<file path="config.mk">
export PLATFORM = sky130hd
export DESIGN_NAME = chunked_adder_seq
export DESIGN_NICKNAME = d
export VERILOG_FILES = /design/src/rtl/chunked_adder_seq.sv
export SDC_FILE = /design/constraint.sdc
export NUM_CORES = 1
export LEC_CHECK = 0
export CELL_PAD_IN_SITES_DETAIL_PLACEMENT = 1
export CELL_PAD_IN_SITES_GLOBAL_PLACEMENT = 1
export CORE_UTILIZATION = 38
export CTS_BUF_LIST = sky130_fd_sc_hd__clkbuf_16
export CTS_CLUSTER_SIZE = 40
export DETAILED_ROUTE_END_ITERATION = 12
export GPL_TIMING_DRIVEN = 1
export PLACE_DENSITY = 0.88
export SYNTH_ARGS = -nofsm -noshare
export SYNTH_HDL_FRONTEND = slang
export SYNTH_SLANG_ARGS = --single-unit
</file>
<file path="constraint.sdc">
create_clock -name clk -period 1.93 [get_ports clk]
set_input_delay 0.386 -clock clk [delete_from_list [all_inputs] [get_ports clk]]
set_output_delay 0.386 -clock clk [all_outputs]
set_load 0.005 [all_outputs]
</file>
<file path="src/rtl/chunked_adder_seq.sv">
// Multi-cycle adder/subtractor: processes WIDTH-bit operands CHUNK bits per clock,
// LSB slice first, linking slices through a registered carry.
module chunked_adder_seq #(
  parameter int unsigned WIDTH = 16,
  parameter int unsigned CHUNK = 4
) (
  input  logic             clk,
  input  logic             resetn,
  input  logic             start,
  input  logic [WIDTH-1:0] a,
  input  logic [WIDTH-1:0] b,
  input  logic             c_in,
  input  logic             sub,
  output logic             busy,
  output logic             done,
  output logic [WIDTH-1:0] s,
  output logic             c_out,
  output logic             ovf
);

  localparam int unsigned NCH  = WIDTH / CHUNK;
  localparam int unsigned CntW = (NCH > 1) ? $clog2(NCH) : 1;

  if ((WIDTH % CHUNK) != 0) begin : g_bad_chunk
    $error("chunked_adder_seq: WIDTH must be a multiple of CHUNK");
  end

  typedef enum logic [1:0] {StIdle, StRun, StDone} state_e;

  state_e            state_q, state_d;
  logic [CntW-1:0]   cnt_q, cnt_d;
  logic              carry_q, carry_d;
  logic [WIDTH-1:0]  opa_q, opa_d;
  logic [WIDTH-1:0]  opb_q, opb_d;
  logic [WIDTH-1:0]  s_q, s_d;
  logic              c_out_q, c_out_d;
  logic              ovf_q, ovf_d;

  logic              accept;
  logic              last;
  logic [CHUNK:0]    slice_sum;
  logic              msb_cin;

  assign accept = start && (state_q != StRun);
  assign last   = (cnt_q == CntW'(NCH - 1));

  // State register
  always_ff @(posedge clk) begin
    if (!resetn) begin
      state_q <= StIdle;
    end else begin
      state_q <= state_d;
    end
  end

  // Next-state logic
  always_comb begin
    state_d = state_q;
    unique case (state_q)
      StIdle:  if (start) state_d = StRun;
      StRun:   if (last) state_d = StDone;
      StDone:  state_d = start ? StRun : StIdle;
      default: state_d = StIdle;
    endcase
  end

  // FSM outputs
  always_comb begin
    busy = (state_q == StRun);
    done = (state_q == StDone);
  end

  assign s     = s_q;
  assign c_out = c_out_q;
  assign ovf   = ovf_q;

  // Operands shift right each RUN cycle so the current slice is always at the bottom.
  assign slice_sum = {1'b0, opa_q[CHUNK-1:0]} + {1'b0, opb_q[CHUNK-1:0]}
                   + {{CHUNK{1'b0}}, carry_q};
  assign msb_cin   = opa_q[CHUNK-1] ^ opb_q[CHUNK-1] ^ slice_sum[CHUNK-1];

  always_comb begin
    opa_d   = opa_q;
    opb_d   = opb_q;
    carry_d = carry_q;
    cnt_d   = cnt_q;
    s_d     = s_q;
    c_out_d = c_out_q;
    ovf_d   = ovf_q;
    if (accept) begin
      opa_d   = a;
      opb_d   = sub ? ~b : b;
      carry_d = sub ? 1'b1 : c_in;
      cnt_d   = '0;
      s_d     = '0;
      c_out_d = 1'b0;
      ovf_d   = 1'b0;
    end else if (state_q == StRun) begin
      opa_d   = opa_q >> CHUNK;
      opb_d   = opb_q >> CHUNK;
      carry_d = slice_sum[CHUNK];
      // Hold on the final slice so the counter never wraps within an operation.
      cnt_d   = last ? cnt_q : cnt_q + CntW'(1);
      for (int unsigned i = 0; i < NCH; i++) begin
        if (cnt_q == CntW'(i)) begin
          s_d[i*CHUNK +: CHUNK] = slice_sum[CHUNK-1:0];
        end
      end
      if (last) begin
        c_out_d = slice_sum[CHUNK];
        ovf_d   = msb_cin ^ slice_sum[CHUNK];
      end
    end
  end

  always_ff @(posedge clk) begin
    if (!resetn) begin
      opa_q   <= '0;
      opb_q   <= '0;
      carry_q <= 1'b0;
      cnt_q   <= '0;
      s_q     <= '0;
      c_out_q <= 1'b0;
      ovf_q   <= 1'b0;
    end else begin
      opa_q   <= opa_d;
      opb_q   <= opb_d;
      carry_q <= carry_d;
      cnt_q   <= cnt_d;
      s_q     <= s_d;
      c_out_q <= c_out_d;
      ovf_q   <= ovf_d;
    end
  end

endmodule

</file>
==> reports/summary.log <==
[floorplanning] die span in x 85.3 um
[min_path] Min-Delay Path Class reg -> reg
[global_route] global router's overall resource usage 0.195
[clocking] buffer depth of the longest clock path 2
[sta] Tightest Pin Transition 0.439 ns
[global_route] residual overflow from global routing 0
[pwr] combinational power share 0.184
[pwr] static leakage 1.40 nW
[detailed_routing] post-detailed-routing wire length 6630 um
[synthesis] register area share after synthesis 0.418
[finish] post-layout net count 394
[synthesis] synth top area cells dfxtp_1 42%, xnor2_1 6.3%, mux2i_1 5.7%
[finish] final non-filler cell area 0.00345 sq mm
[synthesis] Yosys top cell area share 0.418
[flow_run] max-cap viol count 0
[placed_design] buffers added on ports 56
[critical_path] required time of the critical path 2.14 ns
[synthesis] mean area per synthesized cell 8.93 sq um
[floorplanning] number of rows created at floorplan 29
[clocking] CTS HTree Levels 2
[placed_design] placed cells 417
[synthesis] instance count of the mapped netlist 295
[floorplanning] Floorplan Core Area 0.00653 sq mm
[sta] worst max-slew margin expressed relative to the limit 0.705
[sta] Max Clock Freq 0.546 GHz
[finish] Area growth, synth to finish 31.2%
[detailed_routing] average wire per standard cell 15.6 um
[detailed_routing] first drt pass iteration count 4
[finish] final design utilization 0.529
[critical_path] data arrival time of the worst path 2.05 ns
[synthesis] post-synthesis cell type with the largest combined area dfxtp_1
[sta] post-route minimum period 1.83 ns
[sta] Fin Clk Skew 0.00432 ns
[finish] fraction of layout cells with a size suffix above 1 0.0805
[synthesis] syn nets 341
[placed_design] GPL Wtd Cong 0.809
[floorplanning] io pins 57
[detailed_routing] count of vias placed by the detailed router 2,258
[pwr] cell-internal power 2.05 mW
[sta] final count of negative-setup-slack endpoints 0
[clocking] number of sinks on the clock net 55
[sta] Hold Violations, Final 0
[sta] crit share post-route 0.949
[pwr] Worst VDD drop 0.487 mV
[critical_path] maximum fanout encountered on the critical timing path 3
[clocking] insertion delay to the later sink of the worst-skew pair 0.29 ns
[global_route] global-route wire length before repair 11,100 um
[clocking] clock root buffer master clkbuf_16
[outcome] result of the run complete, no violations
[synthesis] mapped cell area 0.00263 sq mm
[floorplanning] Die Outline Area 0.00727 sq mm
[finish] most used cells in the layout excluding fill and tap cells 55 x dfxtp_1, 55 x clkdlybuf4s50_1, 31 x nand2_1
[clocking] TritonCTS clock tree yes
[detailed_routing] remaining design rule violation count 0
[placed_design] post-detailed-placement cell area 0.00328 sq mm
[clocking] Inserted Clock Buffers 5
[synthesis] number of register bits inferred by synthesis 55
[clocking] Hold-fix buffers, CTS 0
[pwr] Clock power frac 0.362
[sta] max-slew violation total from the final report 0
[critical_path] crit path launch type register
[critical_path] startpoint-to-endpoint class of the critical path reg -> reg
[synthesis] Yosys warnings 0
[finish] fillcell total 747
[pwr] Pwr per Cell Area 795 mW/mm^2
[global_route] initial antenna violation count 0
[sta] RSZ-0062 raised after global routing yes
[floorplanning] initial cell density of the core 0.403
[placed_design] sum of net half-perimeters after detailed placement 4940 um
[finish] final antenna diode count 0
[sta] final setup TNS 0 ns
[finish] final cell count without fillers 425
[critical_path] Critical Path Sink Type register
[detailed_routing] number of violations reported at the end of detailed-routing iteration 0 77
[pwr] sequential share of power 0.455
[detailed_routing] Final ANT Viol Nets 0
[global_route] via count of the first global-routing pass 2,355
[pwr] switching power as a share of total power 0.253
[global_route] pin count of the biggest net entering global routing 29
[synthesis] distinct cell type count after synthesis 34
[clocking] clock-pin transition on the worst setup and hold timing paths 0.07 ns
[detailed_routing] number of vias per cell after detailed routing 5.31
[floorplanning] Vert. Die Dim 85.3 um
[pwr] reported net switching power 0.695 mW
sequential cells by signal (all words and copies together), names as in the netlist:
signal   count
opb_q       16
cnt_q        2
carry_q      1
ovf          1
s           16
opa_q       16
c_out        1
state_q      2
layout make-up:
cell class | instances | area, sq um | area share
multi-input cells | 211 | 1400 | 0.405
flip-flops and latches | 55 | 1100 | 0.319
well taps | 77 | 96.3 | 0.0279
repair buffers | 68 | 671 | 0.194
inverters | 7 | 27.5 | 0.00797
clock buffers | 5 | 125 | 0.0362
clock inverters | 2 | 33.8 | 0.00978
worst max-delay path, cell delays in order, from the launching register on:
cell      delay [ns]
dfxtp_1         0.38
fa_2            0.23
inv_1           0.06
fa_1            0.40
nand2b_1        0.18
a21oi_2         0.21
xnor2_1         0.12
a211oi_2        0.18
Yosys cell counts:
| cell type | instances |
|---|---|
| nor2_1 | 30 |
| buf_6 | 2 |
| clkinv_2 | 1 |
| o211a_1 | 12 |
| and3_1 | 1 |
| and2b_1 | 1 |
| nand2b_1 | 1 |
| inv_1 | 6 |
| a311oi_1 | 3 |
| clkbuf_1 | 5 |
| nand2b_4 | 1 |
| a211oi_1 | 19 |
| o211ai_1 | 1 |
| nand2_4 | 1 |
| o21a_1 | 1 |
| nand2_2 | 3 |
| nand2_1 | 31 |
| xnor2_1 | 19 |
| buf_1 | 2 |
| nor3_1 | 1 |
| a31oi_1 | 4 |
| and2_1 | 1 |
| nand4_1 | 3 |
| nand3_1 | 8 |
| fa_1 | 2 |
| o21ai_0 | 1 |
| dfxtp_1 | 55 |
| buf_4 | 1 |
| ha_1 | 7 |
| or3_1 | 4 |
| nor2b_1 | 14 |
| buf_2 | 12 |
| a21oi_1 | 27 |
| mux2i_1 | 15 |
final timing paths:
kind,startpoint,to,slack [ns],cells after the start
max,carry_q$_SDFFE_PN0P_,ovf$_SDFFE_PP0P_,0.1,7
min,s[4]$_SDFFE_PP0P_,s[4]$_SDFFE_PP0P_,0.46,2
max reg2reg,carry_q$_SDFFE_PN0P_,ovf$_SDFFE_PP0P_,0.1,7
min reg2reg,s[4]$_SDFFE_PP0P_,s[4]$_SDFFE_PP0P_,0.46,2
power by group through the flow:
| stage | Sequential (mW) | Combinational [mW] | Clock [mW] |
|---|---|---|---|
| after floorplan | 1.26 | 0.321 | 0 |
| after global placement | 1.27 | 0.473 | 0 |
| after detailed placement | 1.27 | 0.500 | 0 |
| after CTS | 1.25 | 0.507 | 1.01 |
| after global routing | 1.25 | 0.560 | 1.05 |
| final | 1.25 | 0.505 | 0.993 |
stage by stage:
step	total power [mW]	hold slack (ns)	setup slack (ns)
5_1_grt	2.86	0.476	-0.0146
4_1_cts	2.76	0.460	0.0534
6_report	2.75	0.456	0.0975
3_5_place_dp	1.77	0.451	0.0148
3_3_place_gp	1.74	0.443	0.174
2_1_floorplan	1.58	0.453	0.238
kinds of logic after synthesis:
| logic type | count (synthesis) | synth area share |
|---|---|---|
| AND/OR/NAND/NOR | 100 | 0.181 |
| AO/OA/AOI/OAI | 68 | 0.178 |
| flip-flops | 55 | 0.418 |
| buffers and inverters | 29 | 0.0546 |
| XOR/XNOR | 19 | 0.0632 |
| multiplexers | 15 | 0.0570 |
| adder cells (fa/ha/maj) | 9 | 0.0485 |
layer usage:
metal  vias up  track usage  part of all wire
met5         -            0                 0
met4         0       0.0697             0.020
met3        11       0.0428             0.039
met2        60        0.350              0.51
met1      1072        0.227              0.43
li1       1115            -                 -
repair_timing:
action,CTS,global route
endpoints found under the setup margin,1,2
pin swaps,0,2
setup buffers,0,1
gates resized for setup,1,2
Note: power is estimated with default switching activity, not from simulation.
